--- src/rtl/spi_master_byte_pkg.sv ---
// rtl/spi_master_byte_pkg.sv - shared types and constants for the byte SPI master
package spi_master_byte_pkg;

    localparam int BYTE_W = 8;
    localparam int BIT_W  = $clog2(BYTE_W);

    // {CPOL, CPHA}; this master only implements mode 0
    localparam logic [1:0] SPI_MODE = 2'd0;

    typedef enum logic [2:0] {
        ST_IDLE  = 3'd0,
        ST_SETUP = 3'd1,
        ST_HIGH  = 3'd2,
        ST_LOW   = 3'd3,
        ST_WAIT  = 3'd4,
        ST_GAP   = 3'd5
    } state_t;

    function automatic int max_int(input int a, input int b);
        return (a > b) ? a : b;
    endfunction

endpackage

--- src/rtl/spi_master_byte_if.sv ---
// rtl/spi_master_byte_if.sv - host handshake and SPI pin bundle
interface spi_master_byte_if;
    import spi_master_byte_pkg::*;

    logic              tx_valid;
    logic              tx_ready;
    logic [BYTE_W-1:0] tx_data;
    logic              tx_last;
    logic              rx_valid;
    logic [BYTE_W-1:0] rx_data;
    logic              busy;
    logic              SCK;
    logic              SSEL;
    logic              MOSI;
    logic              MISO;

    modport master (
        input  tx_valid, tx_data, tx_last, MISO,
        output tx_ready, rx_valid, rx_data, busy, SCK, SSEL, MOSI
    );

    modport slave (
        output tx_valid, tx_data, tx_last, MISO,
        input  tx_ready, rx_valid, rx_data, busy, SCK, SSEL, MOSI
    );

endinterface

--- src/rtl/spi_master_byte_clk_div.sv ---
// rtl/spi_master_byte_clk_div.sv - loadable half-period down-counter with terminal count
module spi_clk_div #(
    parameter int W = 3
) (
    input  logic         clk,
    input  logic         rst,
    input  logic         load,
    input  logic [W-1:0] load_val,
    output logic         tc
);

    logic [W-1:0] count;

    // Load starts a phase of load_val+1 cycles; the counter parks at zero
    always_ff @(posedge clk) begin
        if (rst) begin
            count <= '0;
        end else if (load) begin
            count <= load_val;
        end else if (count != '0) begin
            count <= count - 1'b1;
        end
    end

    assign tc = (count == '0);

endmodule

--- src/rtl/spi_master_byte.sv ---
// rtl/spi_master_byte.sv - byte-oriented mode-0 SPI master, MSB first, single slave
module spi_master_byte
    import spi_master_byte_pkg::*;
#(
    parameter int CLK_DIV  = 4,
    parameter int SSEL_GAP = 8
) (
    input  logic                  clk,
    input  logic                  rst,
    spi_master_byte_if.master     bus
);

    localparam int   CNT_MAX = max_int(CLK_DIV, SSEL_GAP);
    localparam int   CNT_W   = $clog2(CNT_MAX);
    localparam logic CPOL    = SPI_MODE[1];

    state_t            state, state_n;
    logic              sck, sck_n;
    logic              ssel, ssel_n;
    logic              mosi, mosi_n;
    logic              last_q, last_n;
    logic              rx_valid_q, rx_valid_n;
    logic [BYTE_W-1:0] sh, sh_n;
    logic [BYTE_W-1:0] rx_sh, rx_sh_n;
    logic [BYTE_W-1:0] rx_data_q, rx_data_n;
    logic [BIT_W-1:0]  bitcnt, bitcnt_n;
    logic              miso_q1, miso_s;
    logic              div_load, div_tc;
    logic [CNT_W-1:0]  div_val;
    logic              start;
    logic              last_bit;
    logic              tx_ready;
    logic              accept;

    spi_clk_div #(.W(CNT_W)) u_div (
        .clk      (clk),
        .rst      (rst),
        .load     (div_load),
        .load_val (div_val),
        .tc       (div_tc)
    );

    assign last_bit = (bitcnt == BIT_W'(BYTE_W - 1));
    // A byte can chain onto the previous one only in the very last LOW cycle
    assign tx_ready = (state == ST_IDLE) || (state == ST_WAIT) ||
                      ((state == ST_LOW) && last_bit && div_tc && !last_q);
    assign accept   = bus.tx_valid && tx_ready;

    // Two-flop synchroniser for the asynchronous MISO line
    always_ff @(posedge clk) begin
        if (rst) begin
            miso_q1 <= 1'b0;
            miso_s  <= 1'b0;
        end else begin
            miso_q1 <= bus.MISO;
            miso_s  <= miso_q1;
        end
    end

    // State and registered pin/data values
    always_ff @(posedge clk) begin
        if (rst) begin
            state      <= ST_IDLE;
            sck        <= 1'b0;
            ssel       <= 1'b1;
            mosi       <= 1'b0;
            last_q     <= 1'b0;
            rx_valid_q <= 1'b0;
            sh         <= '0;
            rx_sh      <= '0;
            rx_data_q  <= '0;
            bitcnt     <= '0;
        end else begin
            state      <= state_n;
            sck        <= sck_n;
            ssel       <= ssel_n;
            mosi       <= mosi_n;
            last_q     <= last_n;
            rx_valid_q <= rx_valid_n;
            sh         <= sh_n;
            rx_sh      <= rx_sh_n;
            rx_data_q  <= rx_data_n;
            bitcnt     <= bitcnt_n;
        end
    end

    // Next-state and next-pin logic; pin values take effect as a phase begins
    always_comb begin
        state_n    = state;
        sck_n      = sck;
        ssel_n     = ssel;
        mosi_n     = mosi;
        last_n     = last_q;
        rx_valid_n = 1'b0;
        sh_n       = sh;
        rx_sh_n    = rx_sh;
        rx_data_n  = rx_data_q;
        bitcnt_n   = bitcnt;
        div_load   = 1'b0;
        div_val    = CNT_W'(CLK_DIV - 1);
        start      = 1'b0;

        case (state)
            ST_IDLE, ST_WAIT: begin
                start = accept;
            end
            ST_SETUP: begin
                if (div_tc) begin
                    sck_n    = 1'b1;
                    div_load = 1'b1;
                    state_n  = ST_HIGH;
                end
            end
            ST_HIGH: begin
                if (div_tc) begin
                    // Sampling at the end of HIGH gives the slave's MISO plus our
                    // synchroniser the whole phase to settle
                    rx_sh_n  = {rx_sh[BYTE_W-2:0], miso_s};
                    sck_n    = 1'b0;
                    div_load = 1'b1;
                    state_n  = ST_LOW;
                    if (!last_bit) begin
                        sh_n   = {sh[BYTE_W-2:0], 1'b0};
                        mosi_n = sh[BYTE_W-2];
                    end else begin
                        rx_valid_n = 1'b1;
                        rx_data_n  = {rx_sh[BYTE_W-2:0], miso_s};
                    end
                end
            end
            ST_LOW: begin
                if (div_tc) begin
                    if (!last_bit) begin
                        bitcnt_n = bitcnt + 1'b1;
                        sck_n    = 1'b1;
                        div_load = 1'b1;
                        state_n  = ST_HIGH;
                    end else if (last_q) begin
                        ssel_n   = 1'b1;
                        mosi_n   = 1'b0;
                        div_load = 1'b1;
                        div_val  = CNT_W'(SSEL_GAP - 1);
                        state_n  = ST_GAP;
                    end else if (accept) begin
                        start = 1'b1;
                    end else begin
                        state_n = ST_WAIT;
                    end
                end
            end
            ST_GAP: begin
                if (div_tc) begin
                    state_n = ST_IDLE;
                end
            end
            default: begin
                state_n = ST_IDLE;
            end
        endcase

        // Accepting a byte always begins a full SETUP phase with bit 7 on MOSI
        if (start) begin
            sh_n     = bus.tx_data;
            last_n   = bus.tx_last;
            ssel_n   = 1'b0;
            sck_n    = 1'b0;
            mosi_n   = bus.tx_data[BYTE_W-1];
            bitcnt_n = '0;
            div_load = 1'b1;
            div_val  = CNT_W'(CLK_DIV - 1);
            state_n  = ST_SETUP;
        end
    end

    assign bus.tx_ready = tx_ready;
    assign bus.busy     = (state != ST_IDLE);
    assign bus.SCK      = sck ^ CPOL;
    assign bus.SSEL     = ssel;
    assign bus.MOSI     = mosi;
    assign bus.rx_valid = rx_valid_q;
    assign bus.rx_data  = rx_data_q;

endmodule

--- src/flat_wrapper.sv ---
// flat-port wrapper written by rule: the top's interface ports become plain ports
module spi_master_byte_flat import spi_master_byte_pkg::*;
#(
    parameter int CLK_DIV  = 4,
    parameter int SSEL_GAP = 8
)
  (clk, rst, bus_tx_valid, bus_tx_data, bus_tx_last, bus_MISO, bus_tx_ready, bus_rx_valid, bus_rx_data, bus_busy, bus_SCK, bus_SSEL, bus_MOSI);
  spi_master_byte_if bus_i ();
  input  logic clk;
  input  logic rst;
  input wire logic [$bits(bus_i.tx_valid)-1:0] bus_tx_valid;
  input wire logic [$bits(bus_i.tx_data)-1:0] bus_tx_data;
  input wire logic [$bits(bus_i.tx_last)-1:0] bus_tx_last;
  input wire logic [$bits(bus_i.MISO)-1:0] bus_MISO;
  output wire logic [$bits(bus_i.tx_ready)-1:0] bus_tx_ready;
  output wire logic [$bits(bus_i.rx_valid)-1:0] bus_rx_valid;
  output wire logic [$bits(bus_i.rx_data)-1:0] bus_rx_data;
  output wire logic [$bits(bus_i.busy)-1:0] bus_busy;
  output wire logic [$bits(bus_i.SCK)-1:0] bus_SCK;
  output wire logic [$bits(bus_i.SSEL)-1:0] bus_SSEL;
  output wire logic [$bits(bus_i.MOSI)-1:0] bus_MOSI;
  assign bus_i.tx_valid = bus_tx_valid;
  assign bus_i.tx_data = bus_tx_data;
  assign bus_i.tx_last = bus_tx_last;
  assign bus_i.MISO = bus_MISO;
  assign bus_tx_ready = bus_i.tx_ready;
  assign bus_rx_valid = bus_i.rx_valid;
  assign bus_rx_data = bus_i.rx_data;
  assign bus_busy = bus_i.busy;
  assign bus_SCK = bus_i.SCK;
  assign bus_SSEL = bus_i.SSEL;
  assign bus_MOSI = bus_i.MOSI;
  spi_master_byte #(.CLK_DIV(CLK_DIV), .SSEL_GAP(SSEL_GAP)) u_core (.clk(clk), .rst(rst), .bus(bus_i));
endmodule
--- config.mk ---
export PLATFORM = sky130hd
export DESIGN_NAME = spi_master_byte_flat
export DESIGN_NICKNAME = d
export VERILOG_FILES = /design/src/rtl/spi_master_byte_pkg.sv /design/src/rtl/spi_master_byte_if.sv /design/src/rtl/spi_master_byte_clk_div.sv /design/src/rtl/spi_master_byte.sv /design/src/flat_wrapper.sv
export SDC_FILE = /design/constraint.sdc
export NUM_CORES = 1
export LEC_CHECK = 0
export CAP_MARGIN = 20
export CORE_MARGIN = 8
export CORE_UTILIZATION = 53
export CTS_BUF_LIST = sky130_fd_sc_hd__clkbuf_16
export DETAILED_ROUTE_END_ITERATION = 8
export PLACE_DENSITY = 0.9
export SETUP_SLACK_MARGIN = 0.3
export SLEW_MARGIN = 20
export SYNTH_ARGS = -nofsm -noshare
export SYNTH_HDL_FRONTEND = slang
export SYNTH_HIERARCHICAL = 1
export SYNTH_SLANG_ARGS = --single-unit
--- constraint.sdc ---
create_clock -name clk -period 2.4 [get_ports clk]
set_input_delay 0.48 -clock clk [delete_from_list [all_inputs] [get_ports clk]]
set_output_delay 0.48 -clock clk [all_outputs]
set_load 0.01 [all_outputs]
-- Yosys cells after proc, flatten, opt, wreduce, memory -nomap -nowiden
Index checks and enable logic that the tools add are counted.
- add/sub/neg operators: 2
- equality and inequality tests: 22
- muxes and demuxes: 49
- bitwise gates (word level): 4
- reductions and logical operators: 32
- operators with widths (operator ; number):
    $mux W3 ; 14
    $mux W7 ; 4
    $mux W1 ; 26
    $ne A3 B1 Y1 const B ; 6
    $reduce_and A6 Y1 ; 3
    $pmux W3 S5 ; 1
    $ne A2 B1 Y1 const B ; 6
    $reduce_bool A2 Y1 ; 6
    $reduce_bool A3 Y1 ; 4
    $eq A3 B3 Y1 const B ; 3
    $reduce_and A3 Y1 ; 3
    $eq A3 B2 Y1 const B ; 2
    $logic_not A3 Y1 ; 2
    $pmux W1 S2 ; 3
    $reduce_or A2 Y1 ; 3
    $ne A5 B3 Y1 const B ; 1
    $reduce_and A5 Y1 ; 1
    $logic_and A1 B1 Y1 ; 4
    $ne A4 B3 Y1 const B ; 1
    $not A1 Y1 ; 4
    $reduce_and A4 Y1 ; 1
    $add A3 B1 Y3 const B ; 1
    $eq A3 B1 Y1 const B ; 1
    $ne A3 B2 Y1 const B ; 1
    7 further kinds ; 8
- register bits after elaboration: 38
- input bits: 13
- output and inout bits: 14
- logic and storage cells: 123

-- Depth between registers and ports, before layout
- word-level depth: 13
- mapped depth: 10
- mapped depth without buffers: 9

-- Modules after synthesis
Netlist, hierarchy kept.
- modules (own cells, without submodules) (module ; instances ; cells each ; area an instance (um^2)):
    spi_master_byte ; 1 ; 181 ; 1579.0
    spi_clk_div ; 1 ; 22 ; 206.4

-- Least setup slack after synthesis
No wires, ideal clock.
- kind: register -> register
- start point: register u_core.u_div.count[0]
- end point: register u_core.u_div.count[0]
- setup time: 0.112 ns
- arrival time: 2.072 ns
- setup slack: 0.216 ns
- cell stages (with the launch flop): 11
- path buffers: 1
- period minus slack after synthesis: 2.184 ns
- cells stage by stage: dfxtp_1 -> inv_1 -> ha_1 -> nand2b_1 -> inv_1 -> buf_2 -> and2b_1 -> o31ai_1 -> a221oi_1 -> nor2b_1 -> a2111oi_1
- longest elaborated chain between the ends: 12
- elaborated cells between the ends (all ways): 22
- classes of those cells: 1 x add/sub; 14 x mux; 7 x reduce/logical
- ends and longest elaborated chain (what ; line ; text):
    start, declared ; spi_master_byte_clk_div.sv:12 ; logic [W-1:0] count;
    start signal, assigned ; spi_master_byte_clk_div.sv:19 ; count <= load_val;
    start signal, assigned ; spi_master_byte_clk_div.sv:21 ; count <= count - 1'b1;
    $logic_not A3 Y1 (*) ; spi_master_byte_clk_div.sv:25 ; assign tc = (count == '0);
    named net u_core.div_tc ; spi_master_byte.sv:28 ; logic div_load, div_tc;
    $logic_and A1 B1 Y1 (2 in a row) ; spi_master_byte.sv:46 ; ((state == ST_LOW) && last_bit && div_tc && !last_q);
    $logic_or A1 B1 Y1 ; spi_master_byte.sv:45 ; assign tx_ready = (state == ST_IDLE) || (state == ST_WAIT) ||
    $logic_and A1 B1 Y1 ; spi_master_byte.sv:47 ; assign accept = bus.tx_valid && tx_ready;
    $mux W1 ; spi_master_byte.sv:144 ; end else if (accept) begin
    $mux W1 ; spi_master_byte.sv:138 ; end else if (last_q) begin
    $mux W1 ; spi_master_byte.sv:133 ; if (!last_bit) begin
    $mux W1 ; spi_master_byte.sv:132 ; if (div_tc) begin
    $pmux W1 S2 ; spi_master_byte.sv:103 ; case (state)
    $mux W1 (*) ; spi_master_byte.sv:162 ; if (start) begin
    named net u_core.div_load ; spi_master_byte.sv:28 ;
    $mux W3 or $reduce_bool A2 Y1 (tied branches) ; -- ;
The timed path passes the listed nets; every way through them passes the cells marked *. The select of a mux whose other input is x is not followed.
A chain may end at the register's enable or synchronous reset.

-- Worst setup path in the final report
- start point: register u_core.state[1]
- end point: output bus_busy
- longest elaborated chain between the ends: 1
- ends and longest elaborated chain (what ; line ; text):
    start, declared ; spi_master_byte.sv:17 ; state_t state, state_n;
    start signal, assigned ; spi_master_byte.sv:74 ; state <= state_n;
    $reduce_bool A3 Y1 ; spi_master_byte.sv:176 ; assign bus.busy = (state != ST_IDLE);
    end, declared ; flat_wrapper.sv:18 ; output wire logic [$bits(bus_i.busy)-1:0] bus_busy;
No other way between the ends.

==> flow_summary.toml <==
[setup_path]
critical_path_arrival_ns = 1.54
cpMaxStageDelayCell = "clkdlybuf4s50_1"
worstPathRequired_ns = 1.92
cpLargestDelayFamily = "buffers and inverters"
cp_cell_sequence = "or3_1, clkdlybuf4s50_1"
end_kind = "primary output"
crit_type = "register to primary output"
critPathLaunchType = "register"
path_max_fanout = 11
path_buf_inv = 1
cpPeakStageDelay_ns = 0.48
r2r_slack_ns = 0.41

[synthesis]
yosysSeqAreaShare = 0.426
synth_flop_cell = "dfxtp_1"
synth_top_area_cell = "dfxtp_1"
synth_top_area_share = 0.426
syn-instance-count = 203
synthArstFlopShare = 0
synth_area_leaders = "dfxtp_1 (43%), nand2_1 (6.5%), a21oi_1 (6.4%)"
yosysWarnings = 6
avgSynthCellArea_um2 = 8.80
ys_seq_elements = 38
synth-edff-count = 0
synthAdderAreaFrac = 0.0280
yosysUniqueCellTypes = 44
synth_compound_area_frac = 0.206
synth.area.mux_share = 0.0168
synth_top_family_by_area = "simple AND/OR/NAND/NOR gates"
synthSimpleGateAreaFrac = 0.262
synth_xor_area_frac = 0.00491
syn_area_um2 = 1790

[status]
outcome = "complete, no violations"

[sta]
hold_viol = 0
hold_slack_ns = 0.452
skew_ns = 0.00399
fin_crit_ns = 2.02
period_share = 0.842
setup_violations = 0
fin_ws_ns = 0.379
clock.fmax_mhz = 495
rsz0062_at_grt = "false"
slew_viol_final = 0
tns_ns = 0

[routing]
first_iter_violations = 169
routed_wl_um = 3990
vias_per_cell = 5.66
ant_nets = 0
wl_per_cell_um = 14.1
drtPass1Iterations = 4
num_vias = 1607
drc = 0

[die]
fp.dieW_um = 74.0
start_util = 0.544
die_h_um = 74.0
core_um2 = 3280
rows = 21
die_area_um2 = 5480
pin_count = 27

[global_route]
gr-total-overflow = 0
grt_pass1_wl_um = 6530
antenna_found_initial = 0
grt_pass1_vias = 1423
grt_max_degree = 33
grt_usage = 0.153

[worst_hold_path]
hold_class = "register to register"

[finish]
final_area_um2 = 2350
drive_gt1_frac = 0.155
fin_cells = 284
area_growth_pct = 31.5
nets = 254
diodes = 0
utilization = 0.715

[place]
place_area_um2 = 2090
port_buffers = 26
placed_cells = 270
place_congestion = 0.882
place_ws_ns = 0.0685
dpl.hpwl_um = 2590

[power_and_ir_drop]
ir_worst_vdd_mv = 0.488
p_leak_nw = 0.834
p_per_area_nw_per_um2 = 1010
power_mw = 2.38

[cts]
path_clk_slew_ns = 0.06
root_buffer = "clkbuf_16"
h-tree-depth = 2
clock_sinks = 38
cts_tree = "built"
clock_path_buffers = 2
insertion_delay_ns = 0.28
cts_buffers = 5
holdBufCountCts = 0

[run]
cap_viol_max_count = 0
## layout by cell type (no fill, tap or decap), types with 2 or more instances in the layout
| master | n |
|---|---|
| o21ai_0 | 3 |
| conb_1 | 2 |
| nand3_1 | 10 |
| dfxtp_1 | 37 |
| inv_1 | 5 |
| buf_4 | 13 |
| ha_1 | 3 |
| nand2_1 | 31 |
| nor2b_1 | 11 |
| mux2i_1 | 3 |
| nor4b_1 | 2 |
| clkbuf_16 | 5 |
| a31oi_1 | 2 |
| a2111oi_2 | 2 |
| nor3_1 | 2 |
| o221a_1 | 6 |
| nor2_1 | 15 |
| nand2b_1 | 5 |
| clkdlybuf4s50_1 | 25 |
| bufinv_16 | 2 |
| a21oi_1 | 23 |
## worst paths after layout
path,start,to,cells past startpoint
worst min-delay path,u_core/miso_q1$_SDFF_PP0_,u_core/miso_s$_SDFF_PP0_,1
worst max register to register,u_core/u_div/count[0]$_SDFFE_PP0P_,u_core/u_div/count[0]$_SDFFE_PP0P_,10
worst min register to register,u_core/miso_q1$_SDFF_PP0_,u_core/miso_s$_SDFF_PP0_,1
worst max-delay path,u_core/state[1]$_SDFFE_PP0P_,bus_busy,2
## Yosys cell counts, types with 2 or more instances
cell type / n
nor4b_1: 2
a2111oi_1: 2
o31ai_1: 2
mux2i_1: 3
ha_1: 4
o22ai_1: 2
clkbuf_1: 3
a31oi_1: 2
nand3_1: 10
a21oi_1: 23
nand2b_1: 5
nor2_1: 15
inv_1: 6
o21ai_0: 3
dfxtp_1: 38
buf_6: 2
nor2b_1: 11
nand2_1: 31
nor3_1: 2
buf_2: 8
o221a_1: 6
## area by class of cell
cell class,instances,area (µm²)
clock buffers,5,125
multi-input cells,147,958
repair buffers,39,353
fillers,232,937
flip-flops and latches,38,762
clock inverters,3,68.8
well taps,46,57.6
inverters,6,22.5
## report_power, final
group          total (mW)  internal, mW  switching [mW]
combinational       0.764         0.389           0.375
clock               0.849         0.597           0.253
sequential          0.767         0.704          0.0634
## routing by layer
layer	vias up	share of wire	GRT usage
li1	783	-	-
met1	769	0.44	0.188
met2	53	0.47	0.238
met3	2	0.076	0.0593
met5	-	0	0
met4	0	0.0060	0.0488
## logic make-up after synthesis
group	after synthesis
simple gates	88
compound gates	49
flops	38
buf+inv	19
fa+ha+maj	4
mux	3
other cells	1
xor+xnor	1
## state kept, by name (all words and copies together), names as in the netlist, 3 cells and up
signal,cells
u_core/bitcnt,3
u_core/bus.rx_data,8
u_core/state,3
u_core/u_div/count,3
u_core/rx_sh,7
u_core/sh,7
## what timing repair did
item / 4_1_cts / 5_1_grt
resized for setup: 1 / 9
pin swaps: 1 / 0
buffers inserted: 3 / 3
endpoints found under the setup margin: 3 / 14
Note: power is estimated with default switching activity, not from simulation.
